`src/rtl/tc_div_if.sv`:
```
// ============================================================================
// Module   : tc_div_if
// Brief    : Start/done handshake and operand/result bundle for tc_div.
// Revision : 1.0
// ============================================================================
`default_nettype none

interface tc_div_if #(
  parameter int W = 8
);
  logic             start;
  logic [2*W-1:0]   a;
  logic [W-1:0]     b;
  logic [2*W-1:0]   q;
  logic [W-1:0]     r;
  logic             done;
  logic             busy;
  logic             dz;
  logic             ovf;

  modport master (
    output start, a, b,
    input  q, r, done, busy, dz, ovf
  );

  modport slave (
    input  start, a, b,
    output q, r, done, busy, dz, ovf
  );
endinterface

`default_nettype wire

```
`src/rtl/tc_div.sv`:
```
// ============================================================================
// Module   : tc_div
// Brief    : Sequential signed 2W/W restoring divider, one quotient bit per
//            clock plus a sign fix-up. Define TC_DIV_DZ_FAST_EN to skip the
//            iterations on divide-by-zero.
// Revision : 1.0
// ============================================================================
`default_nettype none

module tc_div #(
  parameter int W = 8
) (
  input  logic     clk,
  input  logic     rst_n,
  tc_div_if.slave  bus
);

  localparam int W2 = 2 * W;
  localparam int CW = $clog2(W2);

  typedef enum logic [1:0] {
    S_IDLE = 2'd0,
    S_CALC = 2'd1,
    S_FIX  = 2'd2
  } state_t;

  state_t          r_state;
  logic [W2-1:0]   r_dvd;     // dividend magnitude, becomes quotient magnitude
  logic [W-1:0]    r_bmag;
  logic [W:0]      r_rem;
  logic [CW-1:0]   r_cnt;
  logic            r_sa;
  logic            r_sq;
  logic            r_bz;
  logic            r_ovfc;

  logic [W2-1:0]   r_q;
  logic [W-1:0]    r_r;
  logic            r_done;
  logic            r_busy;
  logic            r_dzf;
  logic            r_ovf;

  logic [W2-1:0]   w_amag;
  logic [W-1:0]    w_bmag;
  logic            w_bz;
  logic            w_ovfc;
  logic [W+1:0]    w_shift;
  logic            w_ge;
  logic [W2-1:0]   w_qfix;
  logic [W-1:0]    w_rfix;

  // |a| in 2W unsigned bits keeps the most negative dividend exact
  assign w_amag  = bus.a[W2-1] ? W2'(-bus.a) : bus.a;
  assign w_bmag  = bus.b[W-1]  ? W'(-bus.b)  : bus.b;
  assign w_bz    = (bus.b == '0);
  assign w_ovfc  = (bus.a == {1'b1, {(W2-1){1'b0}}}) && (&bus.b);

  assign w_shift = {r_rem, r_dvd[W2-1]};
  assign w_ge    = (w_shift >= {2'b00, r_bmag});

  assign w_qfix  = r_sq ? W2'(-r_dvd) : r_dvd;
  assign w_rfix  = r_sa ? W'(-r_rem[W-1:0]) : r_rem[W-1:0];

  always_ff @(posedge clk or negedge rst_n) begin
    if (!rst_n) begin
      r_state <= S_IDLE;
      r_dvd   <= '0;
      r_bmag  <= '0;
      r_rem   <= '0;
      r_cnt   <= '0;
      r_sa    <= 1'b0;
      r_sq    <= 1'b0;
      r_bz    <= 1'b0;
      r_ovfc  <= 1'b0;
      r_q     <= '0;
      r_r     <= '0;
      r_done  <= 1'b0;
      r_busy  <= 1'b0;
      r_dzf   <= 1'b0;
      r_ovf   <= 1'b0;
    end else begin
      r_done <= 1'b0;
      case (r_state)
        S_IDLE: begin
          if (bus.start) begin
            r_dvd  <= w_amag;
            r_bmag <= w_bmag;
            r_rem  <= '0;
            r_cnt  <= CW'(W2 - 1);
            r_sa   <= bus.a[W2-1];
            r_sq   <= bus.a[W2-1] ^ bus.b[W-1];
            r_bz   <= w_bz;
            r_ovfc <= w_ovfc;
            r_busy <= 1'b1;
`ifdef TC_DIV_DZ_FAST_EN
            r_state <= w_bz ? S_FIX : S_CALC;
`else
            r_state <= S_CALC;
`endif
          end
        end

        S_CALC: begin
          if (w_ge) begin
            r_rem <= (W+1)'(w_shift - {2'b00, r_bmag});
            r_dvd <= {r_dvd[W2-2:0], 1'b1};
          end else begin
            r_rem <= w_shift[W:0];
            r_dvd <= {r_dvd[W2-2:0], 1'b0};
          end
          r_cnt <= r_cnt - CW'(1);
          if (r_cnt == '0) begin
            r_state <= S_FIX;
          end
        end

        S_FIX: begin
          if (r_bz) begin
            r_q <= '0;
            r_r <= '0;
          end else begin
            r_q <= w_qfix;
            r_r <= w_rfix;
          end
          r_dzf   <= r_bz;
          r_ovf   <= r_ovfc & ~r_bz;
          r_done  <= 1'b1;
          r_busy  <= 1'b0;
          r_state <= S_IDLE;
        end

        default: begin
          r_state <= S_IDLE;
          r_busy  <= 1'b0;
        end
      endcase
    end
  end

  assign bus.q    = r_q;
  assign bus.r    = r_r;
  assign bus.done = r_done;
  assign bus.busy = r_busy;
  assign bus.dz   = r_dzf;
  assign bus.ovf  = r_ovf;

endmodule

`default_nettype wire

```
`src/flat_wrapper.sv`:
```
// flat-port wrapper written by rule: the top's interface ports become plain ports
module tc_div_flat 
#(
  parameter int W = 8
)
  (clk, rst_n, bus_start, bus_a, bus_b, bus_q, bus_r, bus_done, bus_busy, bus_dz, bus_ovf);
  tc_div_if #(.W(W)) bus_i ();
  input  logic clk;
  input  logic rst_n;
  input wire logic [$bits(bus_i.start)-1:0] bus_start;
  input wire logic [$bits(bus_i.a)-1:0] bus_a;
  input wire logic [$bits(bus_i.b)-1:0] bus_b;
  output wire logic [$bits(bus_i.q)-1:0] bus_q;
  output wire logic [$bits(bus_i.r)-1:0] bus_r;
  output wire logic [$bits(bus_i.done)-1:0] bus_done;
  output wire logic [$bits(bus_i.busy)-1:0] bus_busy;
  output wire logic [$bits(bus_i.dz)-1:0] bus_dz;
  output wire logic [$bits(bus_i.ovf)-1:0] bus_ovf;
  assign bus_i.start = bus_start;
  assign bus_i.a = bus_a;
  assign bus_i.b = bus_b;
  assign bus_q = bus_i.q;
  assign bus_r = bus_i.r;
  assign bus_done = bus_i.done;
  assign bus_busy = bus_i.busy;
  assign bus_dz = bus_i.dz;
  assign bus_ovf = bus_i.ovf;
  tc_div #(.W(W)) u_core (.clk(clk), .rst_n(rst_n), .bus(bus_i));
endmodule
```
`config.mk`:
```
export PLATFORM = sky130hd
export DESIGN_NAME = tc_div_flat
export DESIGN_NICKNAME = d
export VERILOG_FILES = /design/src/rtl/tc_div_if.sv /design/src/rtl/tc_div.sv /design/src/flat_wrapper.sv
export SDC_FILE = /design/constraint.sdc
export NUM_CORES = 1
export LEC_CHECK = 0
export BUFFER_PORTS_ARGS = -buffer_cell sky130_fd_sc_hd__buf_4
export CORE_ASPECT_RATIO = 1.25
export CORE_MARGIN = 1.5
export CORE_UTILIZATION = 53
export DETAILED_ROUTE_END_ITERATION = 8
export PLACE_DENSITY = 0.74
export SYNTH_ARGS = -nofsm -noshare
export SYNTH_HDL_FRONTEND = slang
export SYNTH_SLANG_ARGS = --single-unit
```
`constraint.sdc`:
```
create_clock -name clk -period 7.6 [get_ports clk]
set_input_delay 0.76 -clock clk [delete_from_list [all_inputs] [get_ports clk]]
set_output_delay 0.76 -clock clk [all_outputs]
set_load 0.01 [all_outputs]
```
==> reports/metrics.csv <==
metric,value,unit
report.final.slew_viol_count,0,
synth_largest_area_cell,dfrtp_1,
start_util,0.541,
syn_area_per_cell,9.24,um2
arrival,2.76,ns
postCtsSetupRepairBufs,0,
cts_tree,yes,
final_nets,537,
syn_nets,495,
overflow,0,
finClkSkew,0.00969,ns
grt_start_max_net_pins,72,
vias,3466,
finalCritPeriodShare,0.336,
synthArstFlopShare,1.00,
numPortBuffers,54,
synthToLayoutAreaGrowth,15.7,%
cts_buffer_depth,2,
syn_inst,453,
place_congestion,0.922,
wirelength,9060,um
synth_top_area_frac,0.424,
grtUsageTotal,0.233,
firstDrtPassIters,4,
regArea,0.00178,mm2
clk_pin_slew_worst_paths,0.08,ns
root_buffer,clkbuf_8,
p_leak,2.18,nW
synth-seq-cells,71,
rows,36,
die_area,0.00845,mm2
cts.sinks,71,
fin_setup_tns,0,ns
crit_fanout,14,
hold_start,u_core.bus.q[12]$_DFFE_PN0P_,
setup.worst_path.start_class,register,
antenna_found_initial,0,
synth_edf_count,0,
grt_pass1_wl,14900,um
drive_above_1_share,0.170,
clock.fmax,391,MHz
rsz0062_at_grt,no,
hpwl,6720,um
drc,0,
setup_violations,0,
irDropWorstVdd,186,uV
p_per_area,406,mW/mm2
final_cells,595,
ant_nets,0,
final.min_clock_period,2.55,ns
status,finished clean,
hold_violations,0,
max_cap_viol_count,0,
crit_path_end_kind,register,
timing.hold.ws,0.478,ns
dieWidth,82.5,um
cts_resized,0,
cts_buffers,9,
dp.cells,579,
worst_pin_slew,1.17,ns
hold_path.class,reg -> reg,
ys_warn_count,0,
core,0.00775,mm2
syn_area,0.00419,mm2
ys_seq_area_frac,0.424,
postCtsHoldBufs,0,
synth_ff_type,dfrtp_1,
synth_cell_types,53,
worstSetupStartpoint,u_core.r_dvd[15]$_DFFE_PN0P_,
cp_data_required_time,7.80,ns
drt-wirelength-per-cell,15.2,um
multi_input_area,0.00217,mm2
diodes,0,
htreeDepth,3,
synth_area_leaders,"dfrtp_1 (42%), xor2_1 (6.1%), nand2_1 (5.9%), o21ai_0 (5.0%), o31ai_1 (4.3%)",
total_power,1.97,mW
insertion_delay,0.35,ns
grt_pass1_vias,3139,
r2r_start,u_core.r_dvd[15]$_DFFE_PN0P_,
dr.first_iter.drc_count,200,
die_h,102,um
n_fill_cell,660,
ios,55,
slew_headroom,0.215,
path_class,reg -> reg,
viasPerCell,5.83,
==> placed cells by master (no fill, tap or decap), types with 2 or more instances in the layout <==
cell type	instances
nand3b_1	2
o22ai_1	13
bufinv_16	3
xnor2_1	15
mux2i_1	6
a211oi_1	5
nor3_1	9
a32oi_1	3
nand2b_1	8
nand4_1	2
inv_1	26
o31ai_1	24
or3_1	2
or4_1	4
nor4_1	3
nor2_2	2
dfrtp_1	71
or4_4	2
o21ai_0	42
ha_1	14
o41ai_2	2
clkbuf_8	11
o311ai_0	3
nor2_1	15
a21oi_1	13
a22oi_1	8
nand2_1	66
and3_1	3
nor2b_1	2
nand3_1	6
o221ai_1	2
a31oi_1	2
mux2_2	2
o41ai_1	5
buf_4	57
xor2_1	29
==> metal layers <==
layer,share of wire,global-route usage,vias up,wire length (um)
li1,-,-,1706,-
met1,0.47,0.315,1671,4220
met2,0.47,0.356,82,4300
met3,0.049,0.0607,7,445
met4,0.010,0.0897,0,93
met5,0,0,-,0
==> final timing paths <==
kind / endpoint / slack (ns) / depth (start not counted)
setup / recovery: u_core.r_rem[1]$_DFFE_PN0P_ / 5.05 / 10
max in group asynchronous: u_core.r_bmag[5]$_DFFE_PN0P_ / 6.52 / 1
setup reg to reg: u_core.r_rem[1]$_DFFE_PN0P_ / 5.05 / 10
hold / removal: u_core.bus.q[12]$_DFFE_PN0P_ / 0.48 / 2
min in group asynchronous: u_core.bus.r[5]$_DFFE_PN0P_ / 0.51 / 1
hold reg to reg: u_core.bus.q[12]$_DFFE_PN0P_ / 0.48 / 2
==> logic make-up after synthesis <==
group	after synthesis	synth area share
AOI/OAI and AO/OA	134	0.215
muxes	8	0.0197
and+or+nand+nor	129	0.145
buffers and inverters	52	0.0574
adders and majority gates	15	0.0466
xor gates and xnor gates	44	0.0920
DFF	71	0.424
==> final cells by class <==
class / instances / area share
multi-input cells: 330 / 0.448
flip-flops and latches: 71 / 0.367
repair buffers: 57 / 0.0883
clock buffers: 11 / 0.0312
well taps: 95 / 0.0245
clock inverters: 5 / 0.0214
inverters: 26 / 0.0201
==> metrics by stage <==
stage          utilization  instance area [um2]  worst slack (ns)
2_1_floorplan            -                 4190              5.13
3_3_place_gp         0.593                 4590              5.09
3_5_place_dp         0.593                 4590              5.06
4_1_cts              0.626                 4850              5.05
5_1_grt              0.626                 4850              4.87
6_report             0.626                 4850              5.05
==> state kept, by name (all words and copies together), names as in the netlist, 2 cells and up <==
register	flops
u_core.r_cnt	4
u_core.r_bmag	8
u_core.r_state	2
u_core.bus.r	8
u_core.r_rem	9
u_core.bus.q	16
u_core.r_dvd	16
==> where the power goes <==
| group | leakage [nW] | internal, mW | switching [mW] |
|---|---|---|---|
| Clock | 0.130 | 0.236 | 0.140 |
| Combinational | 1.16 | 0.409 | 0.492 |
| Sequential | 0.887 | 0.515 | 0.175 |
==> cells in the mapped netlist (9+ instances only) <==
master    number
clkbuf_1      20
o21ai_0       42
xor2_1        29
o31ai_1       24
xnor2_1       15
inv_1         26
nor3_1         9
o22ai_1       13
nand2_1       66
nor2_1        15
dfrtp_1       71
a21oi_1       13
ha_1          14
==> worst max-delay path, stage by stage, from the launching register on <==
cell and delay (ns):
dfrtp_1 0.41, inv_1 0.11, ha_1 0.17, inv_1 0.06
fa_1 0.39, a21oi_1 0.20, o211ai_1 0.13, a2111oi_2 0.37
buf_4 0.25, mux2i_1 0.21, o22ai_1 0.10
Power figures use the tool's default switching activity.
